[src/rtl/pong_game_controller.sv]
// Pong game sequencer: steps ball/paddle widgets per frame, judges wall hits and misses,
// keeps score and declares a winner.
module pong_game_controller #(
    parameter int WIN_SCORE    = 7,
    parameter int SERVE_FRAMES = 60,
    parameter int POINT_FRAMES = 90,
    parameter int LEFT_LIMIT   = 0,
    parameter int RIGHT_LIMIT  = 799
) (
    input  logic               clk,
    input  logic               reset,
    input  logic               frameTick,
    input  logic               start,
    input  logic signed [10:0] ballX,
    input  logic signed [10:0] ballY,
    input  logic        [8:0]  ballSize,
    input  logic signed [10:0] leftPadY,
    input  logic signed [10:0] rightPadY,
    input  logic        [8:0]  padSizeY,
    output logic               ballEnable,
    output logic               paddleEnable,
    output logic               widgetReset,
    output logic        [3:0]  scoreLeft,
    output logic        [3:0]  scoreRight,
    output logic        [7:0]  rally,
    output logic        [2:0]  state,
    output logic        [1:0]  winner,
    output logic               flash
);

    typedef enum logic [2:0] {
        ST_IDLE  = 3'd0,
        ST_SERVE = 3'd1,
        ST_PLAY  = 3'd2,
        ST_POINT = 3'd3,
        ST_OVER  = 3'd4
    } state_t;

    localparam logic [15:0]        SERVE_LAST = 16'(SERVE_FRAMES - 1);
    localparam logic [15:0]        POINT_LAST = 16'(POINT_FRAMES - 1);
    localparam logic [3:0]         WIN        = 4'(WIN_SCORE);
    localparam logic signed [11:0] LEFT_LIM   = 12'(LEFT_LIMIT);
    localparam logic signed [11:0] RIGHT_LIM  = 12'(RIGHT_LIMIT);

    state_t      state_q, state_d;
    logic [15:0] cnt_q, cnt_d;
    logic [3:0]  score_l_q, score_l_d, score_r_q, score_r_d;
    logic [7:0]  rally_q, rally_d;
    logic [1:0]  winner_q, winner_d;
    logic        hit_l_q, hit_l_d, hit_r_q, hit_r_d;
    logic        start_q, start_d, start_armed_q, start_armed_d;
    logic        widget_reset_q, widget_reset_d;

    logic signed [11:0] ball_x_s, ball_y_s, ball_size_s, pad_size_s;
    logic signed [11:0] left_pad_s, right_pad_s, ball_right_s, ball_bot_s;
    logic               at_left_s, at_right_s, ovl_left_s, ovl_right_s, start_edge_s;

    function automatic logic overlaps(input logic signed [11:0] top, input logic signed [11:0] bot,
                                      input logic signed [11:0] pad, input logic signed [11:0] pad_len);
        return (bot >= pad) && (top <= pad + pad_len);
    endfunction

    function automatic logic [3:0] score_inc(input logic [3:0] s);
        return (s < WIN) ? s + 4'd1 : s;
    endfunction

    // Geometry in 12-bit signed space so sums never wrap.
    always_comb begin
        ball_x_s     = {ballX[10], ballX};
        ball_y_s     = {ballY[10], ballY};
        left_pad_s   = {leftPadY[10], leftPadY};
        right_pad_s  = {rightPadY[10], rightPadY};
        ball_size_s  = {3'b000, ballSize};
        pad_size_s   = {3'b000, padSizeY};
        ball_right_s = ball_x_s + ball_size_s;
        ball_bot_s   = ball_y_s + ball_size_s;
        at_left_s    = (ball_x_s <= LEFT_LIM);
        at_right_s   = (ball_right_s >= RIGHT_LIM);
        ovl_left_s   = overlaps(ball_y_s, ball_bot_s, left_pad_s, pad_size_s);
        ovl_right_s  = overlaps(ball_y_s, ball_bot_s, right_pad_s, pad_size_s);
        // A start held through reset must be released before it counts as a press.
        start_edge_s = start & ~start_q & start_armed_q;
    end

    // State and datapath registers.
    always_ff @(posedge clk or negedge reset) begin
        if (!reset) begin
            state_q        <= ST_IDLE;
            cnt_q          <= 16'd0;
            score_l_q      <= 4'd0;
            score_r_q      <= 4'd0;
            rally_q        <= 8'd0;
            winner_q       <= 2'b00;
            hit_l_q        <= 1'b0;
            hit_r_q        <= 1'b0;
            start_q        <= 1'b0;
            start_armed_q  <= 1'b0;
            widget_reset_q <= 1'b0;
        end else begin
            state_q        <= state_d;
            cnt_q          <= cnt_d;
            score_l_q      <= score_l_d;
            score_r_q      <= score_r_d;
            rally_q        <= rally_d;
            winner_q       <= winner_d;
            hit_l_q        <= hit_l_d;
            hit_r_q        <= hit_r_d;
            start_q        <= start_d;
            start_armed_q  <= start_armed_d;
            widget_reset_q <= widget_reset_d;
        end
    end

    // Next-state and scoring logic.
    always_comb begin
        state_d       = state_q;
        cnt_d         = cnt_q;
        score_l_d     = score_l_q;
        score_r_d     = score_r_q;
        rally_d       = rally_q;
        winner_d      = winner_q;
        hit_l_d       = hit_l_q;
        hit_r_d       = hit_r_q;
        start_d       = start;
        start_armed_d = start_armed_q | ~start;
        case (state_q)
            ST_IDLE, ST_OVER: begin
                if (start_edge_s) begin
                    score_l_d = 4'd0;
                    score_r_d = 4'd0;
                    rally_d   = 8'd0;
                    winner_d  = 2'b00;
                    state_d   = ST_SERVE;
                end else begin
                    state_d = state_q;
                end
            end
            ST_SERVE: begin
                if (frameTick && (cnt_q == SERVE_LAST)) begin
                    state_d = ST_PLAY;
                    rally_d = 8'd0;
                    cnt_d   = 16'd0;
                end else if (frameTick) begin
                    cnt_d = cnt_q + 16'd1;
                end else begin
                    cnt_d = cnt_q;
                end
            end
            ST_PLAY: begin
                if (frameTick) begin
                    hit_l_d = at_left_s ? hit_l_q : 1'b0;
                    hit_r_d = at_right_s ? hit_r_q : 1'b0;
                    // Left wall wins when both qualify in the same frame.
                    if (at_left_s && !hit_l_q) begin
                        if (ovl_left_s) begin
                            rally_d = (rally_q == 8'hFF) ? rally_q : rally_q + 8'd1;
                            hit_l_d = 1'b1;
                        end else begin
                            score_r_d = score_inc(score_r_q);
                            state_d   = ST_POINT;
                            cnt_d     = 16'd0;
                        end
                    end else if (at_right_s && !hit_r_q) begin
                        if (ovl_right_s) begin
                            rally_d = (rally_q == 8'hFF) ? rally_q : rally_q + 8'd1;
                            hit_r_d = 1'b1;
                        end else begin
                            score_l_d = score_inc(score_l_q);
                            state_d   = ST_POINT;
                            cnt_d     = 16'd0;
                        end
                    end else begin
                        rally_d = rally_q;
                    end
                end else begin
                    state_d = state_q;
                end
            end
            ST_POINT: begin
                if (frameTick && (cnt_q == POINT_LAST)) begin
                    cnt_d = 16'd0;
                    if ((score_l_q == WIN) || (score_r_q == WIN)) begin
                        winner_d = (score_l_q == WIN) ? 2'b01 : 2'b10;
                        state_d  = ST_OVER;
                    end else begin
                        state_d = ST_SERVE;
                    end
                end else if (frameTick) begin
                    cnt_d = cnt_q + 16'd1;
                end else begin
                    cnt_d = cnt_q;
                end
            end
            default: begin
                state_d = ST_IDLE;
            end
        endcase
        widget_reset_d = (state_d == ST_SERVE) && (state_q != ST_SERVE);
        if (widget_reset_d) begin
            cnt_d   = 16'd0;
            hit_l_d = 1'b0;
            hit_r_d = 1'b0;
        end else begin
            cnt_d = cnt_d;
        end
    end

    // Output decode.
    always_comb begin
        ballEnable   = frameTick & (state_q == ST_PLAY);
        paddleEnable = frameTick & ((state_q == ST_SERVE) || (state_q == ST_PLAY));
        flash        = (state_q == ST_POINT) || (state_q == ST_OVER);
        widgetReset  = widget_reset_q;
        scoreLeft    = score_l_q;
        scoreRight   = score_r_q;
        rally        = rally_q;
        state        = state_q;
        winner       = winner_q;
    end

endmodule

[config.mk]
export PLATFORM = sky130hd
export DESIGN_NAME = pong_game_controller
export DESIGN_NICKNAME = d
export VERILOG_FILES = /design/src/rtl/pong_game_controller.sv
export SDC_FILE = /design/constraint.sdc
export NUM_CORES = 1
export LEC_CHECK = 0
export ABC_CLOCK_PERIOD_IN_PS = 3000
export CAP_MARGIN = 20
export CORE_ASPECT_RATIO = 0.6
export CORE_MARGIN = 2
export CORE_UTILIZATION = 38
export DETAILED_ROUTE_END_ITERATION = 10
export PLACE_DENSITY_LB_ADDON = 0.3
export SYNTH_ARGS = -nofsm -noshare
export SYNTH_HDL_FRONTEND = slang
export SYNTH_SLANG_ARGS = --single-unit
export TNS_END_PERCENT = 20
[constraint.sdc]
create_clock -name clk -period 3 [get_ports clk]
set_input_delay 0.6 -clock clk [delete_from_list [all_inputs] [get_ports clk]]
set_output_delay 0.6 -clock clk [all_outputs]
set_load 0.03 [all_outputs]
==> impl_metrics.ini, run 1 <==
[worst_setup_path]
critPathMaxFanout = 6
crit_required_ps = 3210
cp.depth = 22
cp.arrival_ps = 4930
critical_path_class = in -> reg
reg2reg_slack_ps = -10
startpoint = rightPadY[1]
path_delay_family = compound AO/OA/AOI/OAI gates
crit_path_max_incr_delay_ps = 520
critPathBufInv = 2
r2r_start = cnt_q[8]
cp-end-kind = register
crit_path_start_kind = input port
crit_top_cell = a21oi_2
critPathSlowestCell = or4_1
endpoint = cnt_q[4]
regToRegEndpoint = rally[7]
worstRegToRegCells = 10
path_cells = buf_6, buf_6, ha_4, a21o_1, a21oi_2, o21ai_1, a21oi_2, o21ai_2, a21oi_2, nor2b_2, o31ai_2, o31ai_1, ha_1, nand4_1, a211oi_2, a2111o_1, o221a_4, a221oi_4, or4_4, a21o_4, or4_1, a21oi_1

[die]
die-width_um = 155
die_h_um = 94.4
io_pins = 91
dieArea_um2 = 14600
core_um2 = 13100
initial_core_util = 0.396
num_rows = 32

[synth]
synth_cell_types = 63
yosys_most_used_dff = dfrtp_1
yosys.area.top_type = ha_1
yosys_warnings = 0
synth_async_sr_flop_share = 1.00
yosysSeqAreaShare = 0.203
synthTopCellsByCount = ha_1, inv_1, o21ai_0
yosys.cell_count.top_type = ha_1
syn_inst = 633
synth-edff-count = 0
ys_top_cells_by_area = ha_1, dfrtp_1, o21ai_0
syn_area_um2 = 5170
syn_nets = 792
ys_ff_latch = 42
syn_area_per_cell_um2 = 8.18
synth_top_area_frac = 0.215

[status]
violations = negative setup slack
outcome = finished with violations

[routing]
drtIter0Drc = 317
post-route-drc-count = 0
routedWlPerCell_um = 17.0
wirelength_um = 18500
dr.pass1.iters = 4
vias = 5903
ant_nets = 0
viasPerCell = 5.41

[layout]
utilization = 0.662
nets = 1079
syn2layout_area_growth_pct = 66.9
stdcell_count = 1091
n_antenna_cell = 0
finalInstanceArea_um2 = 8640
drive_gt1_frac = 0.376
num-fill-cells = 1002

[timing]
slew_headroom = 0.627
worst_pin_slew_ps = 552
hold_viol_final = 0
finClkSkew_ps = 8.88
tns_ps = -53140
timing.final.crit_share = 1.57
finalMaxSlewViolations = 0
rsz0062_at_grt = yes
period_minus_slack_ps = 4720
fmax_ghz = 0.212
layout_setup_ws_ps = -1720
setup_viol = 36

[clock_network]
holdBufCountCts = 0
cts_tree = yes
cts_made_buffers = 5
root_buffer = clkbuf_16
cts_sinks = 42
clock_latency_ps = 290
clk_pin_slew_worst_paths_ps = 60
cts_max_path_buffers = 2
cts-htree-levels = 2

[placed_design]
dp_slack_ps = -2630
place.port_buffers = 90
place.gp.congestion = 1.00
placed_area_um2 = 7660
dp_hpwl_um = 14600
post-place-cells = 1048

[global_route]
grt-ovfl-total = 0
grt_pass1_wl_um = 29800
grt_start_max_net_pins = 43
grt_usage = 0.258
grt_pass1_vias = 5857
antenna_found_initial = 0

[pwr]
powerDensity_nw_per_um2 = 433
ir_worst_vdd_uv = 246
p_leak_nw = 4.06

[min_path]
hp-class = in -> async

[flow_run]
maxCapViolCount = 0
==> through the flow <==
| stage | total power [mW] | hold slack [ps] |
|---|---|---|
| final | 3.74 | 194 |
| after global routing | 3.96 | 211 |
| after CTS | 3.62 | 473 |
| after global placement | 2.59 | 451 |
| after floorplan | 1.74 | 304 |
| after detailed placement | 2.63 | 455 |
==> worst min-delay path by stage <==
stage | startpoint | endpoint | slack [ps]
4_1_cts | start_armed_q | start_armed_q | 470
6_report | reset | cnt_q[7] | 190
5_1_grt | reset | cnt_q[7] | 210
3_3_place_gp | start_armed_q | start_armed_q | 450
3_5_place_dp | start_armed_q | start_armed_q | 460
2_1_floorplan | reset | cnt_q[0] | 300
==> per-layer routing <==
layer  up-vias  GRT usage  part of all wire
met5         -          0                 0
met4         0     0.0332            0.0081
met3        11     0.0652             0.069
met2       168      0.415              0.44
met1      2794      0.360              0.49
li1       2930          -                 -
==> registers in the layout, summed over array words and instances, names as in the netlist <==
name,count
cnt_q,16
hit_l_q,1
hit_r_q,1
rally,8
scoreLeft,4
scoreRight,4
start_armed_q,1
start_q,1
state,3
widgetReset,1
winner,2
==> where the power goes <==
group / switching [mW] / internal, mW / leakage [nW] / total, mW
clock: 0.233 / 0.500 / 0.0971 / 0.733
sequential: 0.0801 / 0.638 / 0.564 / 0.718
combinational: 1.13 / 1.16 / 3.40 / 2.29
total: 1.44 / 2.30 / 4.06 / 3.74
==> cells in the final DEF (no fill, tap or decap), types with 15 or more instances in the layout <==
cell | Yosys | layout
clkdlybuf4s50_1 | 0 | 65
nor2_1 | 31 | 29
ha_1 | 89 | 74
o21ai_2 | 1 | 17
buf_4 | 0 | 187
dfrtp_1 | 42 | 42
buf_6 | 0 | 18
a21o_1 | 17 | 15
nand2_1 | 38 | 36
xnor2_1 | 22 | 20
inv_1 | 65 | 63
o21ai_0 | 50 | 20
a21oi_2 | 1 | 27
a21oi_1 | 49 | 21
==> final cells by class <==
type	count	area, um^2	share of cell area
Clock buffer	6	139	0.0161
Multi-Input combinational cell	514	4450	0.515
Tap cell	170	213	0.0246
Inverter	65	244	0.0282
Clock inverter	2	60.1	0.00695
Sequential cell	42	1050	0.122
Timing Repair Buffer	292	2490	0.288
==> cell families (layout without fill, tap and decap cells) <==
logic type | Yosys count | count (layout) | synth area share
and+or+nand+nor | 182 | 182 | 0.196
muxes | 4 | 4 | 0.00846
DFF | 42 | 42 | 0.203
buffers and inverters | 77 | 365 | 0.0563
AOI/OAI and AO/OA | 206 | 206 | 0.257
adders and majority gates | 93 | 93 | 0.231
xor gates and xnor gates | 29 | 29 | 0.0491
==> repair_timing <==
action / 4_1_cts / 5_1_grt
resized for setup: 166 / 42
endpoints found under the setup margin: 36 / 36
gates cloned: 1 / 0
pin swaps: 83 / 53
buffers inserted: 28 / 8
(Power assumes the default switching activity.)
==> run 2: changes to the inputs <==
TNS_END_PERCENT = 5   (was 20)
==> run 2 against run 1 <==
Net effect:
- the flow still finishes with violations (negative setup slack)
- via count is 1.5% higher
- routed wire length decreased by 1.3%
- worst hold slack worse by 84 ps
- worst setup slack better by 180 ps
- largest power group unchanged
==> impl_metrics.ini, run 2 (synthesis gave the netlist of run 1 again) <==
[clock_network]
holdBufCountCts = 0
cts-htree-levels = 2
cts_tree = yes
root_buffer = clkbuf_16
cts_max_path_buffers = 2
cts_made_buffers = 5
cts_sinks = 42
clock_latency_ps = 290
clk_pin_slew_worst_paths_ps = 60

[routing]
post-route-drc-count = 0
wirelength_um = 18300
ant_nets = 0
viasPerCell = 5.54
vias = 5990
dr.pass1.iters = 5
drtIter0Drc = 427
routedWlPerCell_um = 16.9

[worst_setup_path]
path_cells = buf_2, ha_4, a21o_1, a21oi_2, o21ai_2, a21oi_2, o21ai_2, a21oi_2, nor2b_2, o31ai_2, o31ai_1, ha_1, nand4_1, a211oi_2, a2111o_1, o221a_4, a221oi_4, or4_4, a21o_4, or4_1, a21oi_1
critPathMaxFanout = 8
crit_path_max_incr_delay_ps = 470
critPathBufInv = 1
crit_required_ps = 3220
crit_path_start_kind = input port
critPathSlowestCell = or4_1
critical_path_class = in -> reg
cp.arrival_ps = 4760
cp-end-kind = register
path_delay_family = compound AO/OA/AOI/OAI gates
crit_top_cell = a21oi_2

[timing]
timing.final.crit_share = 1.51
worst_pin_slew_ps = 587
layout_setup_ws_ps = -1530
fmax_ghz = 0.221
rsz0062_at_grt = yes
slew_headroom = 0.603
finClkSkew_ps = 7.42
setup_viol = 36
finalMaxSlewViolations = 0
period_minus_slack_ps = 4530
hold_viol_final = 0

[layout]
final_common_cell = buf_4
finalInstanceArea_um2 = 8290
mostFrequentLayoutCells = buf_4, ha_1, clkdlybuf4s50_1, inv_1, dfrtp_1
n_antenna_cell = 0
syn2layout_area_growth_pct = 60.2
utilization = 0.635
drive_gt1_frac = 0.333
largest_reg_flops = 16
multiInputGateArea_um2 = 4300
nets = 1069
area.sequential_um2 = 1050
num-fill-cells = 1066
top_register = cnt_q

[global_route]
use_met1 = 0.370
top_usage_layer = met2
grt_util_met2 = 0.391
grt_usage = 0.252
grt_start_max_net_pins = 43
grt_pass1_wl_um = 29300
grt-ovfl-total = 0
antenna_found_initial = 0
grt_use_met3 = 0.0367
grt_pass1_vias = 5933

[placed_design]
place.gp.congestion = 0.955
place.port_buffers = 90
dp_slack_ps = -2550
placed_area_um2 = 7540
dp_hpwl_um = 14400

[pwr]
finalPower_mw = 3.38
p_leak_nw = 3.94
ir_worst_vdd_uv = 215
powerDensity_nw_per_um2 = 408

[die]
initial_core_util = 0.396
core_um2 = 13100
num_rows = 32
dieArea_um2 = 14600
die_h_um = 94.4
die-width_um = 155
io_pins = 91

[status]
violations = negative setup slack
outcome = finished with violations

[min_path]
hp-class = in -> async

[flow_run]
maxCapViolCount = 0
[run 2: cell count changes in the layout (fill, tap and decap cells not counted), moves of 3 or more]
| cell | previous run | this run |
|---|---|---|
| a21oi_1 | 21 | 31 |
| a21oi_2 | 27 | 18 |
| buf_6 | 18 | 9 |
| dlygate4sd2_1 | 8 | 5 |
| o21ai_0 | 20 | 24 |
| o21ai_2 | 17 | 12 |
| or4_1 | 6 | 9 |
| or4_4 | 6 | 3 |
[run 2: path summary, 6_finish.rpt]
check / from / end / slack, ps / depth (start not counted)
min in group clk: start_armed_q / start_armed_q / 520 / 1
max in group asynchronous: reset / rally[6] / 2450 / 2
worst max register to register: cnt_q[12] / rally[7] / -30 / 10
worst min-delay path: reset / widgetReset / 110 / 1
worst max-delay path: rightPadY[1] / cnt_q[4] / -1530 / 21
worst min register to register: start_armed_q / start_armed_q / 520 / 1
[run 2: final cells by class]
type                       count  area share
clock buffer                   7      0.0172
sequential                    42       0.127
tap                          170      0.0257
timing repair buffer         282       0.281
multi-input combinational    514       0.519
clock inverter                 1    0.000604
inverter                      65      0.0294
[run 2: power by group]
| group | total (mW) | switching (mW) | internal [mW] |
|---|---|---|---|
| Combinational | 2.11 | 1.06 | 1.05 |
| Clock | 0.565 | 0.235 | 0.331 |
| Sequential | 0.713 | 0.0749 | 0.638 |
| Total | 3.38 | 1.37 | 2.01 |
[run 2: per-stage QoR]
step | cells | TNS, ps | hold slack, ps
4_1_cts | 1075 | -50130 | 509
5_1_grt | 1081 | -56340 | 106
6_report | 1081 | -50090 | 109
3_3_place_gp | 1046 | -81910 | 451
3_5_place_dp | 1046 | -84070 | 501
2_1_floorplan | 633 | -46950 | 304
[run 2: routing by layer]
layer,share of wire,vias up
met2,0.42,208
li1,-,2908
met5,0,-
met3,0.058,32
met4,0.018,0
met1,0.51,2842
[run 2: worst reg2reg max path, cell delays in order (launching register included)]
cell and delay, ps:
dfrtp_1 410, or4_1 560, nor4_1 400, buf_4 190, nor2_1 30, o21ai_0 220
o21ai_0 230, nor4b_4 310, a2bb2oi_2 110, or2_4 280, o31ai_1 190
[run 2: timing repair]
action	4_1_cts	5_1_grt
setup endpoints to repair	36	36
resized for setup	146	27
pin swaps	74	43
setup buffers	21	5
